## config.mk

```make
export PLATFORM = sky130hd
export DESIGN_NAME = neuron_mac_seq
export DESIGN_NICKNAME = d
export VERILOG_FILES = /design/src/rtl/neuron_pkg.sv /design/src/rtl/neuron_saturate.sv /design/src/rtl/neuron_mac_seq.sv
export SDC_FILE = /design/constraint.sdc
export NUM_CORES = 1
export LEC_CHECK = 0
export ABC_AREA = 1
export BUFFER_PORTS_ARGS = -buffer_cell sky130_fd_sc_hd__buf_2
export CORE_AREA = 2 2 39 41
export DETAILED_ROUTE_END_ITERATION = 10
export DIE_AREA = 0 0 41 43
export PLACE_DENSITY_LB_ADDON = 0.1
export RECOVER_POWER = 100
export SLEW_MARGIN = 20
export SYNTH_ARGS = -nofsm -noshare
export SYNTH_HDL_FRONTEND = slang
export SYNTH_SLANG_ARGS = --single-unit
```

## constraint.sdc

```tcl
create_clock -name clk -period 1.33 [get_ports clk]
set_input_delay 0.0665 -clock clk [delete_from_list [all_inputs] [get_ports clk]]
set_output_delay 0.0665 -clock clk [all_outputs]
set_load 0.01 [all_outputs]
```

## src/rtl/neuron_pkg.sv

```systemverilog
//  +--------------------------------------------------------------------+
//  | Package   : neuron_pkg                                             |
//  | Purpose   : Shared types and width helpers for the neuron family.  |
//  |             neuron_state_t  - handshake/accumulate state encoding  |
//  |             clog2           - ceiling log2 for constant sizing     |
//  |             acc_width       - accumulator width for a MAC neuron   |
//  | Revision  : 1.0 - initial release                                  |
//  +--------------------------------------------------------------------+
`default_nettype none

package neuron_pkg;

  typedef enum logic [1:0] {
    IDLE = 2'd0,
    ACC  = 2'd1,
    DONE = 2'd2
  } neuron_state_t;

  function automatic int clog2(input int value);
    int r;
    r = 0;
    for (int v = value - 1; v > 0; v = v >> 1) begin
      r++;
    end
    return r;
  endfunction

  // Signed product of a zero-extended activation and a signed weight,
  // plus enough headroom to sum n_inputs of them without overflow.
  function automatic int acc_width(input int int_width,
                                   input int weight_width,
                                   input int n_inputs);
    return int_width + weight_width + 1 + clog2(n_inputs);
  endfunction

endpackage

`default_nettype wire

```

## src/rtl/neuron_saturate.sv

```systemverilog
//  +--------------------------------------------------------------------+
//  | Module    : neuron_saturate                                        |
//  | Purpose   : Combinational scale/round/clamp of a signed            |
//  |             accumulator down to an unsigned activation.            |
//  |             Scaling drops INT_WIDTH fraction bits, then clamps to  |
//  |             [0, 2^INT_WIDTH-1].                                    |
//  | Macro     : NEURON_ROUND_EN - round half up instead of truncating  |
//  |             toward minus infinity.                                 |
//  | Ports     : i_acc  [ACC_WIDTH] signed accumulator                  |
//  |             o_data [INT_WIDTH] clamped activation                  |
//  | Revision  : 1.0 - initial release                                  |
//  +--------------------------------------------------------------------+
`default_nettype none

module neuron_saturate #(
  parameter int INT_WIDTH = 8,
  parameter int ACC_WIDTH = 23
) (
  input  logic signed [ACC_WIDTH-1:0] i_acc,
  output logic        [INT_WIDTH-1:0] o_data
);

  // One extra bit so the rounding addend can never wrap the accumulator.
  localparam logic signed [ACC_WIDTH:0] c_int_max =
    ((ACC_WIDTH+1)'(1) << INT_WIDTH) - (ACC_WIDTH+1)'(1);

  logic signed [ACC_WIDTH:0] w_pre;
  logic signed [ACC_WIDTH:0] w_shift;

  always_comb begin
    w_pre = {i_acc[ACC_WIDTH-1], i_acc};
`ifdef NEURON_ROUND_EN
    w_pre = w_pre + ((ACC_WIDTH+1)'(1) << (INT_WIDTH - 1));
`endif
    w_shift = w_pre >>> INT_WIDTH;

    if (w_shift < 0) begin
      o_data = '0;
    end else if (w_shift > c_int_max) begin
      o_data = '1;
    end else begin
      o_data = w_shift[INT_WIDTH-1:0];
    end
  end

endmodule

`default_nettype wire

```

## src/rtl/neuron_mac_seq.sv

```systemverilog
//  +--------------------------------------------------------------------+
//  | Module    : neuron_mac_seq                                         |
//  | Purpose   : Sequential multiply-accumulate neuron. One packed      |
//  |             input vector per transaction, one MAC term per clock,  |
//  |             result scaled/clamped and offered on valid/ready.      |
//  | Macro     : NEURON_ROUND_EN (in neuron_saturate) - round half up.  |
//  | Ports     : clk        rising-edge clock                           |
//  |             rst        asynchronous reset, active low              |
//  |             in_valid   / in_ready  input vector handshake          |
//  |             in_data    [N_INPUTS*INT_WIDTH] unsigned activations   |
//  |             out_valid  / out_ready result handshake                |
//  |             out_data   [INT_WIDTH] clamped activation              |
//  |             busy       state is not IDLE                           |
//  | Revision  : 1.0 - initial release                                  |
//  +--------------------------------------------------------------------+
`default_nettype none

module neuron_mac_seq
  import neuron_pkg::*;
#(
  parameter int NEURON_LEVEL = 0,
  parameter int NEURON_ID    = 0,
  parameter int INT_WIDTH    = 8,
  parameter int N_INPUTS     = 4,
  parameter int WEIGHT_WIDTH = 12,
  parameter logic [N_INPUTS*WEIGHT_WIDTH-1:0] WEIGHTS = '0
) (
  input  logic                          clk,
  input  logic                          rst,
  input  logic                          in_valid,
  output logic                          in_ready,
  input  logic [N_INPUTS*INT_WIDTH-1:0] in_data,
  output logic                          out_valid,
  input  logic                          out_ready,
  output logic [INT_WIDTH-1:0]          out_data,
  output logic                          busy
);

  localparam int c_prod_w = INT_WIDTH + WEIGHT_WIDTH + 1;
  localparam int c_acc_w  = acc_width(INT_WIDTH, WEIGHT_WIDTH, N_INPUTS);
  localparam int c_idx_w  = clog2(N_INPUTS);
  localparam logic [c_idx_w-1:0] c_last_idx = c_idx_w'(N_INPUTS - 1);

  // Layer/neuron indices exist only to tell instances apart when debugging;
  // they still get sanity-checked at elaboration together with N_INPUTS.
  generate
    if (N_INPUTS < 2 || NEURON_LEVEL < 0 || NEURON_ID < 0) begin : g_bad_cfg
      $error("neuron_mac_seq: invalid configuration");
    end
  endgenerate

  neuron_state_t r_state;
  neuron_state_t w_state_next;

  logic [N_INPUTS*INT_WIDTH-1:0] r_x;
  logic signed [c_acc_w-1:0]     r_acc;
  logic [c_idx_w-1:0]            r_idx;
  logic                          r_out_valid;
  logic [INT_WIDTH-1:0]          r_out_data;

  logic                          w_accept;
  logic                          w_last;
  logic [INT_WIDTH-1:0]          w_x_sel;
  logic [WEIGHT_WIDTH-1:0]       w_w_sel;
  logic signed [c_prod_w-1:0]    w_x_ext;
  logic signed [c_prod_w-1:0]    w_w_ext;
  logic signed [c_prod_w-1:0]    w_prod;
  logic signed [c_acc_w-1:0]     w_acc_next;
  logic [INT_WIDTH-1:0]          w_sat;

  // ---------------- state register ----------------
  always_ff @(posedge clk or negedge rst) begin
    if (!rst) begin
      r_state <= IDLE;
    end else begin
      r_state <= w_state_next;
    end
  end

  // ---------------- next state / decoded outputs ----------------
  // in_ready and busy decode from r_state only, so no input reaches an
  // output combinationally.
  always_comb begin
    w_state_next = r_state;
    in_ready     = 1'b0;
    busy         = 1'b1;
    w_accept     = 1'b0;
    w_last       = 1'b0;
    case (r_state)
      IDLE: begin
        in_ready = 1'b1;
        busy     = 1'b0;
        if (in_valid) begin
          w_accept     = 1'b1;
          w_state_next = ACC;
        end
      end
      ACC: begin
        if (r_idx == c_last_idx) begin
          w_last       = 1'b1;
          w_state_next = DONE;
        end
      end
      DONE: begin
        if (out_ready) begin
          w_state_next = IDLE;
        end
      end
      default: begin
        w_state_next = IDLE;
      end
    endcase
  end

  // ---------------- single shared multiplier ----------------
  always_comb begin
    w_x_sel    = r_x[r_idx*INT_WIDTH +: INT_WIDTH];
    w_w_sel    = WEIGHTS[r_idx*WEIGHT_WIDTH +: WEIGHT_WIDTH];
    // Activations are unsigned: zero-extend; weights sign-extend.
    w_x_ext    = c_prod_w'({1'b0, w_x_sel});
    w_w_ext    = c_prod_w'($signed(w_w_sel));
    w_prod     = w_x_ext * w_w_ext;
    w_acc_next = r_acc + c_acc_w'(w_prod);
  end

  neuron_saturate #(
    .INT_WIDTH (INT_WIDTH),
    .ACC_WIDTH (c_acc_w)
  ) u_sat (
    .i_acc  (w_acc_next),
    .o_data (w_sat)
  );

  // ---------------- datapath ----------------
  always_ff @(posedge clk or negedge rst) begin
    if (!rst) begin
      r_x         <= '0;
      r_acc       <= '0;
      r_idx       <= '0;
      r_out_valid <= 1'b0;
      r_out_data  <= '0;
    end else begin
      if (w_accept) begin
        r_x   <= in_data;
        r_acc <= '0;
        r_idx <= '0;
      end
      if (r_state == ACC) begin
        r_acc <= w_acc_next;
        r_idx <= r_idx + c_idx_w'(1);
      end
      // The final term is folded in on the same edge that publishes the
      // result, so saturation works on w_acc_next rather than r_acc.
      if (w_last) begin
        r_out_data  <= w_sat;
        r_out_valid <= 1'b1;
      end
      if (r_state == DONE && out_ready) begin
        r_out_valid <= 1'b0;
      end
    end
  end

  assign out_valid = r_out_valid;
  assign out_data  = r_out_data;

endmodule

`default_nettype wire

```

After elaboration in Yosys (flattened, before gate mapping). Index checks and enable logic that the tools add are counted.

Bits in registers: 68. Input port bits: 36. Output and inout port bits: 11. Logic and storage cells: 43.

Add/subtract/negate cells: 2. Multipliers: 2. Order comparisons: 2. Equal/unequal tests: 6. Shift operators: 2. Muxes and demuxes: 18. Reduce and logical (&&, ||, !) cells: 5.

Operators with widths (count): 48-bit by 7-bit variable part select with 12-bit output, first input constant (1); 23-bit 2-to-1 mux (2); 32-bit by 6-bit variable part select with 8-bit output (1); 23-bit by 21-bit adder with 23-bit output (1); 9-bit by 12-bit multiplier with 21-bit output (1); 8-bit 2-to-1 mux (2); 15-bit by 9-bit greater-than comparator with 1-bit output, second input constant (1); 15-bit by 1-bit < comparator with 1-bit output, second input constant (1); 2-bit 2-to-1 mux (5); 1-bit 2-to-1 mux (8); 2-bit inequality test, second input constant (3); 2-bit case mux with 3 select lines (1); 2-bit equality test, second input constant (2); 2-bit by 2-bit multiplier with 4-bit output, second input constant (1); 2-bit nonzero test (2); 3-bit AND reduction (1); 2-bit by 1-bit adder with 2-bit output, second input constant (1); 2-bit by 1-bit equality test with 1-bit output, second input constant (1); 2-bit zero test (1); 1-bit logical AND (1).

Logic depth before layout (Yosys ltp).
Depth after elaboration: 7. Depth in mapped cells: 4. Gate-level depth less buffers: 4.

By module. Synthesis repeated with hierarchy kept, for this count alone.

Cells, all modules: 83. Area, all modules: 651.9 um^2.

Modules (own cells, without submodules): neuron_mac_seq (instances 1, cells each 62, area an instance 564.3 um^2, sequential area each 325.3 um^2); neuron_saturate (instances 1, cells each 21, area an instance 87.6 um^2, sequential area each 0.0 um^2).

Worst setup path before layout. Ideal clock, no wire load.

Path type: register to register. Start point: register r_idx[0]. End point: register r_idx[1]. Setup time: 0.117 ns. Arrival time: 0.750 ns. Required time: 1.213 ns. Slack: 0.463 ns. Stages on the path, launching flop included: 4. Buffers on the path: 0. Cells stage by stage: dfrtp_1 > ha_1 > nand2_1 > nand2_1.

Cells in the longest elaborated chain, start to end: 2.

Ends and longest elaborated chain: from (decl) (RTL line neuron_mac_seq.sv:57) `logic [c_idx_w-1:0] r_idx;`; from (signal assigned) (RTL line neuron_mac_seq.sv:150) `r_idx <= r_idx + c_idx_w'(1);`; 2-bit by 1-bit adder with 2-bit output (RTL line neuron_mac_seq.sv:150); 2-bit 2-to-1 mux (RTL line neuron_mac_seq.sv:148) `if (r_state == ACC) begin`.

Every way passes these cells. A chain may end at the register's enable or synchronous reset.

Final worst setup path.
Start point: register r_state[1]. End point: output port busy.

Cells in the longest elaborated chain, start to end: 2.

Ends and longest elaborated chain: from (decl) (RTL line neuron_mac_seq.sv:52) `neuron_state_t r_state;`; from (signal assigned) (RTL line neuron_mac_seq.sv:76) `r_state <= w_state_next;`; 2-bit zero test (RTL line neuron_mac_seq.sv:89) `case (r_state)`; 1-bit 2-to-1 mux (RTL line neuron_mac_seq.sv:89); to (decl) (RTL line neuron_mac_seq.sv:36) `output logic busy`.

Every way passes these cells.

==> results by group <==
Power
  – Pwr Density: 2150 nW/um2
  – Lkg Pwr: 0.000185 uW
  – Max rail drop VDD: 0.553 mV

Setup path
  – Crit path max fanout: 5
  – WP data required: 1.26 ns
  – Worst-case reg-to-reg path depth: 3
  – Setup CP Type: register to output port
  – Setup crit start: r_state[1]$_DFFE_PN0P_
  – Flop-to-flop setup slack: 0.42 ns
  – Worst Setup EP: busy
  – Nature of the critical path endpoint: output port
  – Worst EP arrival: 1.02 ns
  – RR Startpoint: r_idx[0]$_DFFE_PN0P_
  – CP Launch Type: register
  – Reg2reg end: r_idx[1]$_DFFE_PN0P_

Floorplanning
  – Core area: 1380 um2
  – I/O Pins: 47
  – Die ar.: 1760 um2
  – Initial core utilization: 21.2%
  – Row count: 14
  – Die Wd: 41 um
  – Die Height: 43 um

Synth
  – Syn Inst Count: 37
  – Post-synth top area cell: dfrtp_1
  – Syn_area_per_cell: 7.91 um2
  – FF+latch count, synth: 5
  – Synth warn: 0
  – Yosys top cell area share: 42.7%
  – Largest cells by area after synthesis: dfrtp_1 (43%), buf_4 (21%), nand2_1 (14%)
  – Mapped Area: 293 um2
  – Post-synth cell types: 10
  – Sequential fraction of the synthesis area: 42.7%

CTS
  – Worst-Skew Late Latency: 0.24 ns
  – Clock root buffer: clkbuf_4
  – Post-CTS Hold Buffers: 1
  – Post-CTS setup buffers: 0
  – H-tree levels: 1
  – PostCTS Resize Cnt: 0
  – Reg clk slew, reported paths: 0.04 ns
  – CTS buffer count: 3
  – TritonCTS clock tree: done
  – Max clock buf depth: 2
  – CTS sink cnt: 5

Routing
  – Residual DRC: 0
  – WL per Instance: 8.17 um
  – Post-DR vias/cell: 3.48
  – Initial DRC Count: 3
  – Final WL: 515 um
  – Remaining antenna violation count: 0
  – DR vias: 219
  – First-pass DRT Iterations: 5

Timing
  – Final min period: 1.09 ns
  – Max-slew violations: 0
  – Final hold violations: 0
  – Final setup skew: 0.00227 ns
  – Setup-failing EPs final: 0
  – Hold WS: 0.0405 ns
  – Max Clk Rate: 919 MHz
  – Period utilization: 81.8%
  – Setup TNS Final: 0 ns
  – Unrepaired setup endpoints after global routing: false

Global routing
  – Grt ovf: 0
  – GRT Overall Usage: 7.76%
  – Initial antenna violation count: 0
  – First-pass GRT wire length: 834 um
  – Largest net degree at the start of global routing: 6
  – Vias in the first global route: 197

Placement
  – Placed instance area: 309 um2
  – Hpwl dp: 413 um
  – Final Wtd Congestion: 0.724
  – Port Buf Inserts: 6

Final layout
  – Core Util, Final: 24.4%
  – ANT cells: 0
  – Final Instance Area: 338 um2
  – Final #Nets: 85
  – Layout cells sized above 1: 10.6%
  – P&R area growth vs syn: 15.4%

Outcome
  – Status: finished clean

Worst hold path
  – Worst min path class: input port to register

Flow run
  – Max cap viols: 0
final cells by class:
type / instances / area, um2
timing repair buffer: 7 / 35.0
multi-input combinational: 27 / 116
fill: 156 / 1050
tap: 16 / 20.0
clock buffer: 4 / 26.3
inverter: 4 / 15.0
sequential: 5 / 125
metal layers:
layer	track usage, %	up-vias	wire length, um
met5	0	-	0
li1	-	116	-
met1	9.77	94	244
met2	8.13	7	230
met3	3.14	2	31
met4	10.0	0	8
through the flow:
step / total power (uW) / setup WS [ns] / std cells
global route: 801 / 0.172 / 63
floorplan: 492 / 0.463 / 44
detailed placement: 571 / 0.429 / 58
finish: 725 / 0.242 / 63
global placement: 570 / 0.432 / 58
CTS: 763 / 0.222 / 63
registers in the layout, indices dropped and copies added (netlist names):
signal     cells
out_valid      1
r_state        2
r_idx          2
synth_stat cells:
master and instances:
ha_1 1, nand3_1 3, inv_1 4, buf_4 8, nor2_1 1, nand2_1 11, o21ai_0 2, dfrtp_1 5
conb_1 1, nor2_2 1
worst max-delay path, stage by stage, from the launching register on:
cell and delay (ns):
dfrtp_1 0.41, nor2_1 0.19, inv_1 0.06, clkbuf_1 0.12
layout by cell type, fill, tap and decap left out:
| master | synthesis | routed |
|---|---|---|
| buf_2 | 0 | 2 |
| clkbuf_1 | 0 | 5 |
| clkbuf_4 | 0 | 3 |
| conb_1 | 1 | 8 |
| dfrtp_1 | 5 | 5 |
| dlygate4sd3_1 | 0 | 1 |
| ha_1 | 1 | 1 |
| inv_1 | 4 | 4 |
| nand2_1 | 11 | 11 |
| nand3_1 | 3 | 3 |
| nor2_1 | 1 | 2 |
| o21ai_0 | 2 | 2 |
where the power goes:
| group | total, uW | leakage (uW) | switching, uW | internal (uW) |
|---|---|---|---|---|
| clock network | 176 | 0.0000150 | 62.6 | 113 |
| logic | 278 | 0.000111 | 182 | 95.9 |
| registers | 271 | 0.0000597 | 48.4 | 222 |
how the worst min path moves through the flow:
stage | start | end | slack [ns] | cells after the start
finish | out_ready | r_state[1]$_DFFE_PN0P_ | 0.04 | 2
floorplan | rst | out_valid$_DFFE_PN0P_ | -0.23 | 0
global placement | rst | r_state[1]$_DFFE_PN0P_ | -0.11 | 1
detailed placement | rst | r_state[0]$_DFFE_PN0P_ | -0.11 | 1
CTS | out_ready | r_state[1]$_DFFE_PN0P_ | 0.03 | 2
global route | out_ready | r_state[1]$_DFFE_PN0P_ | 0.06 | 2
cell families after synthesis:
kind of cell	share of synthesized area, %
buffers and inverters	25.6
other	1.28
flip-flops	42.7
adder cells (fa/ha/maj)	4.27
AND/OR/NAND/NOR	22.6
AO/OA/AOI/OAI	3.42
(Power assumes the default switching activity.)
